## src/rtl/pe_pkg.sv

```systemverilog
// Shared PE constants and types for the ifmap/filter/psum scratchpad loaders.
package pe_pkg;
  localparam int unsigned DATA_W = 8;
  localparam int unsigned ADDR_W = 6;
  localparam int unsigned DEPTH  = 1 << ADDR_W;
  localparam int unsigned CNT_W  = ADDR_W + 1;

  typedef enum logic [1:0] {
    IDLE = 2'd0,
    LOAD = 2'd1,
    DONE = 2'd2
  } loader_state_t;

  typedef struct packed {
    logic [ADDR_W-1:0] addr;
    logic [DATA_W-1:0] data;
  } spad_wr_t;

  // Burst lengths beyond the spad depth collapse to a full fill.
  function automatic logic [CNT_W-1:0] clamp_len(input logic [CNT_W-1:0] len);
    return (len > CNT_W'(DEPTH)) ? CNT_W'(DEPTH) : len;
  endfunction
endpackage

```

## src/rtl/spad_addr_counter.sv

```systemverilog
// Loadable beat counter with base offset; address wraps modulo the spad depth.
module spad_addr_counter
  import pe_pkg::*;
(
  input  logic              clk,
  input  logic              rst_n,
  input  logic              i_load,
  input  logic [ADDR_W-1:0] i_base,
  input  logic              i_inc,
  output logic [CNT_W-1:0]  o_count,
  output logic [ADDR_W-1:0] o_addr_c
);
  logic [ADDR_W-1:0] r_base;
  logic [CNT_W-1:0]  r_count;

  always_ff @(posedge clk or negedge rst_n) begin
    if (!rst_n) begin
      r_base  <= '0;
      r_count <= '0;
    end else if (i_load) begin
      r_base  <= i_base;
      r_count <= '0;
    end else if (i_inc) begin
      r_count <= r_count + CNT_W'(1);
    end
  end

  // Truncation to ADDR_W bits gives the wrap for free.
  assign o_addr_c = r_base + r_count[ADDR_W-1:0];
  assign o_count  = r_count;
endmodule

```

## src/rtl/ifmap_spad_loader.sv

```systemverilog
// Fills the PE ifmap scratchpad from a valid/ready byte stream, one burst per start.
module ifmap_spad_loader
  import pe_pkg::*;
(
  input  logic              clk,
  input  logic              rst_n,
  input  logic              i_start,
  input  logic [CNT_W-1:0]  i_load_len,
  input  logic [ADDR_W-1:0] i_base_addr,
  input  logic              i_abort,
  input  logic              i_in_valid,
  input  logic [DATA_W-1:0] i_in_data,
  output logic              o_in_ready,
  output logic              o_spad_w_en,
  output logic [ADDR_W-1:0] o_spad_w_addr,
  output logic [DATA_W-1:0] o_spad_w_data,
  output logic              o_busy,
  output logic              o_done,
  output logic [CNT_W-1:0]  o_count
);
  loader_state_t     r_state;
  loader_state_t     w_next;
  logic [CNT_W-1:0]  r_len;
  logic [CNT_W-1:0]  w_count;
  logic [ADDR_W-1:0] w_addr;
  logic              w_beat;
  logic              w_start_ok;
  logic              w_last;
  logic              r_w_en;
  logic              r_done;
  logic              r_busy;
  spad_wr_t          r_wr;

  spad_addr_counter u_cnt (
    .clk      (clk),
    .rst_n    (rst_n),
    .i_load   (w_start_ok),
    .i_base   (i_base_addr),
    .i_inc    (w_beat),
    .o_count  (w_count),
    .o_addr_c (w_addr)
  );

  assign w_last = (w_count + CNT_W'(1)) == r_len;

  always_ff @(posedge clk or negedge rst_n) begin
    if (!rst_n) r_state <= IDLE;
    else        r_state <= w_next;
  end

  always_comb begin
    w_next     = r_state;
    w_start_ok = 1'b0;
    w_beat     = 1'b0;
    o_in_ready = 1'b0;
    unique case (r_state)
      IDLE: begin
        if (i_start) begin
          w_start_ok = 1'b1;
          w_next     = (i_load_len == '0) ? DONE : LOAD;
        end
      end
      LOAD: begin
        o_in_ready = 1'b1;
        w_beat     = i_in_valid;
        // Abort wins over completion; an accepted beat is still written.
        if (i_abort)              w_next = IDLE;
        else if (w_beat && w_last) w_next = DONE;
      end
      DONE:    w_next = IDLE;
      default: w_next = IDLE;
    endcase
  end

  // Write port and status registers; address/data hold between beats.
  always_ff @(posedge clk or negedge rst_n) begin
    if (!rst_n) begin
      r_w_en <= 1'b0;
      r_wr   <= '0;
      r_len  <= '0;
      r_done <= 1'b0;
      r_busy <= 1'b0;
    end else begin
      r_w_en <= w_beat;
      if (w_beat)     r_wr  <= '{addr: w_addr, data: i_in_data};
      if (w_start_ok) r_len <= clamp_len(i_load_len);
      r_done <= (w_next == DONE);
      r_busy <= (w_next == LOAD);
    end
  end

  assign o_spad_w_en   = r_w_en;
  assign o_spad_w_addr = r_wr.addr;
  assign o_spad_w_data = r_wr.data;
  assign o_done        = r_done;
  assign o_busy        = r_busy;
  assign o_count       = w_count;
endmodule

```

## config.mk

```make
export PLATFORM = sky130hd
export DESIGN_NAME = ifmap_spad_loader
export DESIGN_NICKNAME = d
export VERILOG_FILES = /design/src/rtl/pe_pkg.sv /design/src/rtl/spad_addr_counter.sv /design/src/rtl/ifmap_spad_loader.sv
export SDC_FILE = /design/constraint.sdc
export NUM_CORES = 1
export LEC_CHECK = 0
export ABC_AREA = 1
export CAP_MARGIN = 10
export CORE_MARGIN = 1
export CORE_UTILIZATION = 52
export CTS_CLUSTER_SIZE = 10
export DETAILED_ROUTE_END_ITERATION = 8
export GPL_TIMING_DRIVEN = 0
export PLACE_DENSITY = 0.95
export RECOVER_POWER = 50
export SYNTH_ARGS = -nofsm -noshare
export SYNTH_HDL_FRONTEND = slang
export SYNTH_SLANG_ARGS = --single-unit
```

## constraint.sdc

```tcl
create_clock -name clk -period 2.8 [get_ports clk]
set_input_delay 0.28 -clock clk [delete_from_list [all_inputs] [get_ports clk]]
set_output_delay 0.28 -clock clk [all_outputs]
set_load 0.1 [all_outputs]
```

=== After elaboration in Yosys (flattened, before gate mapping) ===
Cells that the tools add are included.

* Magnitude comparators: 1
* Reduce and logical (&&, ||, !) cells: 4
* Add/subtract/negate cells: 2
* Multiplexer cells: 12
* Equality and inequality tests: 4

{| class="wikitable"
|+ Operator list
! cell !! count
|-
| two-way mux 7 bit || 3
|-
| two-way mux 2 bit || 4
|-
| adder 7 x 1 -> 7 bit, second input constant || 1
|-
| == test 7 bit || 1
|-
| greater-than comparator 7 bit, second input constant || 1
|-
| zero test 7 bit || 1
|-
| adder 6 bit || 1
|-
| == test 2 x 1 -> 1 bit, second input constant || 2
|-
| two-way mux 1 bit || 4
|-
| case mux 2 bit (2 select lines) || 1
|-
| == test 2 bit, second input constant || 1
|-
| zero test 2 bit || 1
|-
| nonzero test 2 bit || 1
|-
| logical AND 1 bit || 1
|}

* Word-level logic and storage cells: 32
* Input bits: 26
* Bits in registers: 39
* Output and inout port bits: 25

=== Depth between registers and ports, before layout ===
* Depth in word-level cells: 7
* Mapped depth: 12

=== Modules after synthesis ===
From an unflattened synthesis, not the netlist that was laid out.

* Cells, all modules: 275
* Area total of the unflattened synthesis: 2,079.5 µm²

{| class="wikitable"
|+ By module, submodules not included
! module !! instances !! sequential area each (µm²) !! area each (µm²) !! cells each
|-
| ifmap_spad_loader || 1 || 650.6 || 1,288.7 || 174
|-
| spad_addr_counter || 1 || 325.3 || 790.8 || 101
|}

=== Worst setup path after synthesis ===
OpenSTA, ideal clock, no wires.

* Path type: register to register
* Start point: register u_cnt.r_count[0], in the netlist u_cnt.o_count[0]
* End point: register r_wr, in the netlist o_spad_w_addr[4]
* Stages on the path, launching flop included: 8
* Setup slack: 0.462 ns
* Clock period less this slack: 2.338 ns
* Data arrival time: 2.256 ns
* Library setup time: 0.083 ns
* Required time: 2.717 ns
* Path through: dfrtp_1 > ha_1 > inv_1 > fa_1 > o21ai_0 > a21oi_1 > xor2_1 > o21ai_0

* Cells in the longest elaborated chain, start to end: 1

{| class="wikitable"
|+ RTL lines
! item !! line !! source
|-
| start: declaration || spad_addr_counter.sv:14 || <nowiki>logic [CNT_W-1:0] r_count;</nowiki>
|-
| start signal: assignment || spad_addr_counter.sv:24 || <nowiki>r_count <= r_count + CNT_W'(1);</nowiki>
|-
| adder 6 bit || spad_addr_counter.sv:29 || <nowiki>assign o_addr_c = r_base + r_count[ADDR_W-1:0];</nowiki>
|-
| end signal: assignment || ifmap_spad_loader.sv:85 || <nowiki>if (w_beat) r_wr <= '{addr: w_addr, data: i_in_data};</nowiki>
|-
| end: declaration || ifmap_spad_loader.sv:32 || <nowiki>spad_wr_t r_wr;</nowiki>
|}

Every way passes these cells.
A chain may end at the register's enable or synchronous reset.

=== Worst setup path in the final report ===
* Start point: register u_cnt.r_count[0], in the netlist u_cnt.o_count[0]
* End point: output o_count[0]

{| class="wikitable"
|+ RTL lines
! item !! line !! source
|-
| end: declaration || ifmap_spad_loader.sv:19 || <nowiki>output logic [CNT_W-1:0] o_count</nowiki>
|}

No word-level cell between the ends.

==> results.json <==
{
  "status": "complete, but fails checks",
  "violations": "capacitance limit, slew limit",
  "dieHeight_um": 63.4,
  "synth.mux.area_fraction_pct": 0,
  "rows": 21,
  "cts.sinks": 39,
  "drtPass1Iterations": 4,
  "cts-hold-fix-buffers": 0,
  "grt_pass1_vias": 1772,
  "clock_path_buffers": 2,
  "seq_area_frac_synth_pct": 49.7,
  "dp_cells": 342,
  "multi_input_comb_area_um2": 841,
  "hp-class": "reg2reg",
  "ant_nets": 0,
  "syn_nets": 279,
  "io-pin-count": 51,
  "rsz0062_at_grt": "false",
  "r2r-start": "u_cnt.o_count[0]$_DFFE_PN0P_",
  "cts_setup_buffers": 0,
  "antenna_found_initial": 0,
  "syn_to_final_growth_pct": 32.3,
  "via_per_inst": 5.16,
  "setup_tns_ns": 0,
  "synthXorXnorAreaFrac_pct": 2.23,
  "fin_nets": 336,
  "fmax_mhz": 433,
  "drv_cap": 1,
  "synthTopCellsByArea": "dfrtp_1 50%, nand2_1 18%, inv_1 5.7%",
  "dieArea_um2": 4030,
  "final_layout_size_suffix_gt1_share_pct": 6.25,
  "reg2reg_to": "o_spad_w_addr[4]$_DFFE_PN0P_",
  "synth_area_leader_cell": "dfrtp_1",
  "overflow": 0,
  "synth_cell_types": 24,
  "rrSetupSlack_ns": 0.84,
  "drt-total-wl_um": 4670,
  "syn_inst": 246,
  "holdPathStages": 2,
  "syn_area_per_cell_um2": 7.98,
  "crit_chain": "clkdlybuf4s50_1",
  "crit_type": "reg2out",
  "yosys_register_bits": 39,
  "synth_warnings": 0,
  "final_max_slew_viol_count": 40,
  "via_count": 1805,
  "cts.htree.levels": 2,
  "fillers": 234,
  "worstPathRequired_ns": 2.52,
  "drcViolationCount": 0,
  "dpl_cell_area_um2": 2520,
  "min_period_over_period_pct": 82.6,
  "regArea_um2": 976,
  "p_leak_nw": 1.30,
  "timing.slew.headroom_pct": -33.2,
  "cts_tree": "built",
  "synth_top_area_share_pct": 49.7,
  "synthMostInstantiatedCell": "nand2_1",
  "hold_slack_ns": 0.486,
  "worstHoldStart": "o_spad_w_data[3]$_DFFE_PN0P_",
  "path_max_fanout": 8,
  "worst_pin_slew_ns": 2.00,
  "vdd_ir_drop_max_mv": 0.800,
  "clk_pin_slew_ns": 0.08,
  "hold_viol": 0,
  "synth_fa_ha_area_share_pct": 4.84,
  "grt_pass1_wl_um": 8050,
  "critPathMaxStageDelay_ns": 1.20,
  "fin_area_um2": 2600,
  "crit_cells": 1,
  "wire_per_inst_um": 13.3,
  "p_per_area_nw_per_um2": 1040,
  "period_needed_ns": 2.31,
  "core_um2": 3470,
  "cp_slowest_cell": "clkdlybuf4s50_1",
  "endpoint_kind": "primary output",
  "ys.flop_type": "dfrtp_1",
  "fin_skew_ns": 0.00277,
  "critical-path-top-delay-family": "buffers and inverters",
  "synth_top_family_by_area": "simple AND/OR/NAND/NOR gates",
  "start_util_pct": 56.6,
  "synth_area_um2": 1960,
  "clock-root-buffer": "clkbuf_8",
  "cts_buffers": 5,
  "hold_end": "o_spad_w_data[3]$_DFFE_PN0P_",
  "grt_max_degree": 40,
  "synth-compound-area-share_pct": 7.27,
  "die_w_um": 63.4,
  "async_reset_ff_share_pct": 100,
  "gp_congestion": 0.792,
  "cp-start-kind": "flip-flop",
  "final_cells": 350,
  "drtIter0Drc": 97,
  "portBuffers": 50,
  "finalSetupViolations": 0,
  "synth_edf_count": 0,
  "dpl.hpwl_um": 3430,
  "grt_usage_pct": 26.6,
  "antenna_cells": 0,
  "r2r_cells": 7,
  "yosys.area_share.simple_pct": 28.9,
  "crit_buf_inv": 1,
  "cp.arrival_ns": 2.03,
  "clk_latency_ns": 0.30,
  "ctsResizeCount": 0,
  "netlist_top_cells_count": "92 x nand2_1, 39 x dfrtp_1, 30 x inv_1, 17 x nand3_1"
}
power by group:
part / switching (mW) / internal [mW]
Combinational: 1.12 / 0.359
Clock: 0.220 / 0.178
Sequential: 0.115 / 0.713
final cells by class:
type,instances,share of cell area (%)
Clock buffer,5,2.65
Tap cell,46,2.22
Sequential cell,39,37.6
Multi-Input combinational cell,171,32.4
Timing Repair Buffer,50,19.0
Buffer,4,0.626
Clock inverter,3,0.915
Inverter,32,4.62
per-stage QoR:
| step | setup WS [ns] | util [%] | power (mW) |
|---|---|---|---|
| finish | 0.488 | 74.9 | 2.70 |
| detailed placement | 0.832 | 72.5 | 2.31 |
| global placement | 0.598 | 72.7 | 2.26 |
| global route | 0.455 | 74.9 | 2.83 |
| floorplan | 0.462 | - | 1.92 |
| CTS | 0.503 | 75.2 | 2.71 |
per-layer routing:
| metal | track usage, % | share of wire, % | vias to the layer above |
|---|---|---|---|
| li1 | - | - | 884 |
| met1 | 32.3 | 40 | 838 |
| met2 | 43.8 | 50 | 67 |
| met3 | 5.98 | 6.1 | 16 |
| met4 | 14.5 | 3.5 | 0 |
| met5 | 0 | 0 | - |
sequential cells by signal, summed over array words and instances, names as in the netlist:
signal         count
r_len              7
o_spad_w_data      8
o_busy             1
o_spad_w_en        1
o_done             1
u_cnt.r_base       6
u_cnt.o_count      7
o_spad_w_addr      6
r_state            2
how the worst max path moves through the flow:
stage	start	slack (ns)	end
final	u_cnt.o_count[0]$_DFFE_PN0P_	0.49	o_count[0]
after global routing	r_state[1]$_DFF_PN0_	0.45	o_in_ready
after CTS	u_cnt.o_count[0]$_DFFE_PN0P_	0.50	o_count[0]
after detailed placement	u_cnt.o_count[0]$_DFFE_PN0P_	0.83	o_count[0]
after global placement	rst_n	0.60	u_cnt.o_count[6]$_DFFE_PN0P_
after floorplan	u_cnt.o_count[0]$_DFFE_PN0P_	0.46	o_spad_w_addr[4]$_DFFE_PN0P_
cell usage in the layout (no fill, tap or decap), types with 4 or more instances in the layout:
cell type,n
a21oi_1,4
clkbuf_1,4
clkbuf_8,5
clkdlybuf4s50_1,48
dfrtp_1,39
ha_1,6
inv_1,31
nand2_1,92
nand2_2,4
nand3_1,17
nor2_1,14
o21ai_0,13
o22ai_1,6
xor2_1,4
cell families after synthesis:
family	after synthesis
buffers and inverters	36
AO/OA/AOI/OAI	26
adder cells (fa/ha/maj)	7
AND/OR/NAND/NOR	133
flip-flops	39
XOR/XNOR	5
No activity file was read; power rests on OpenSTA's default activity.
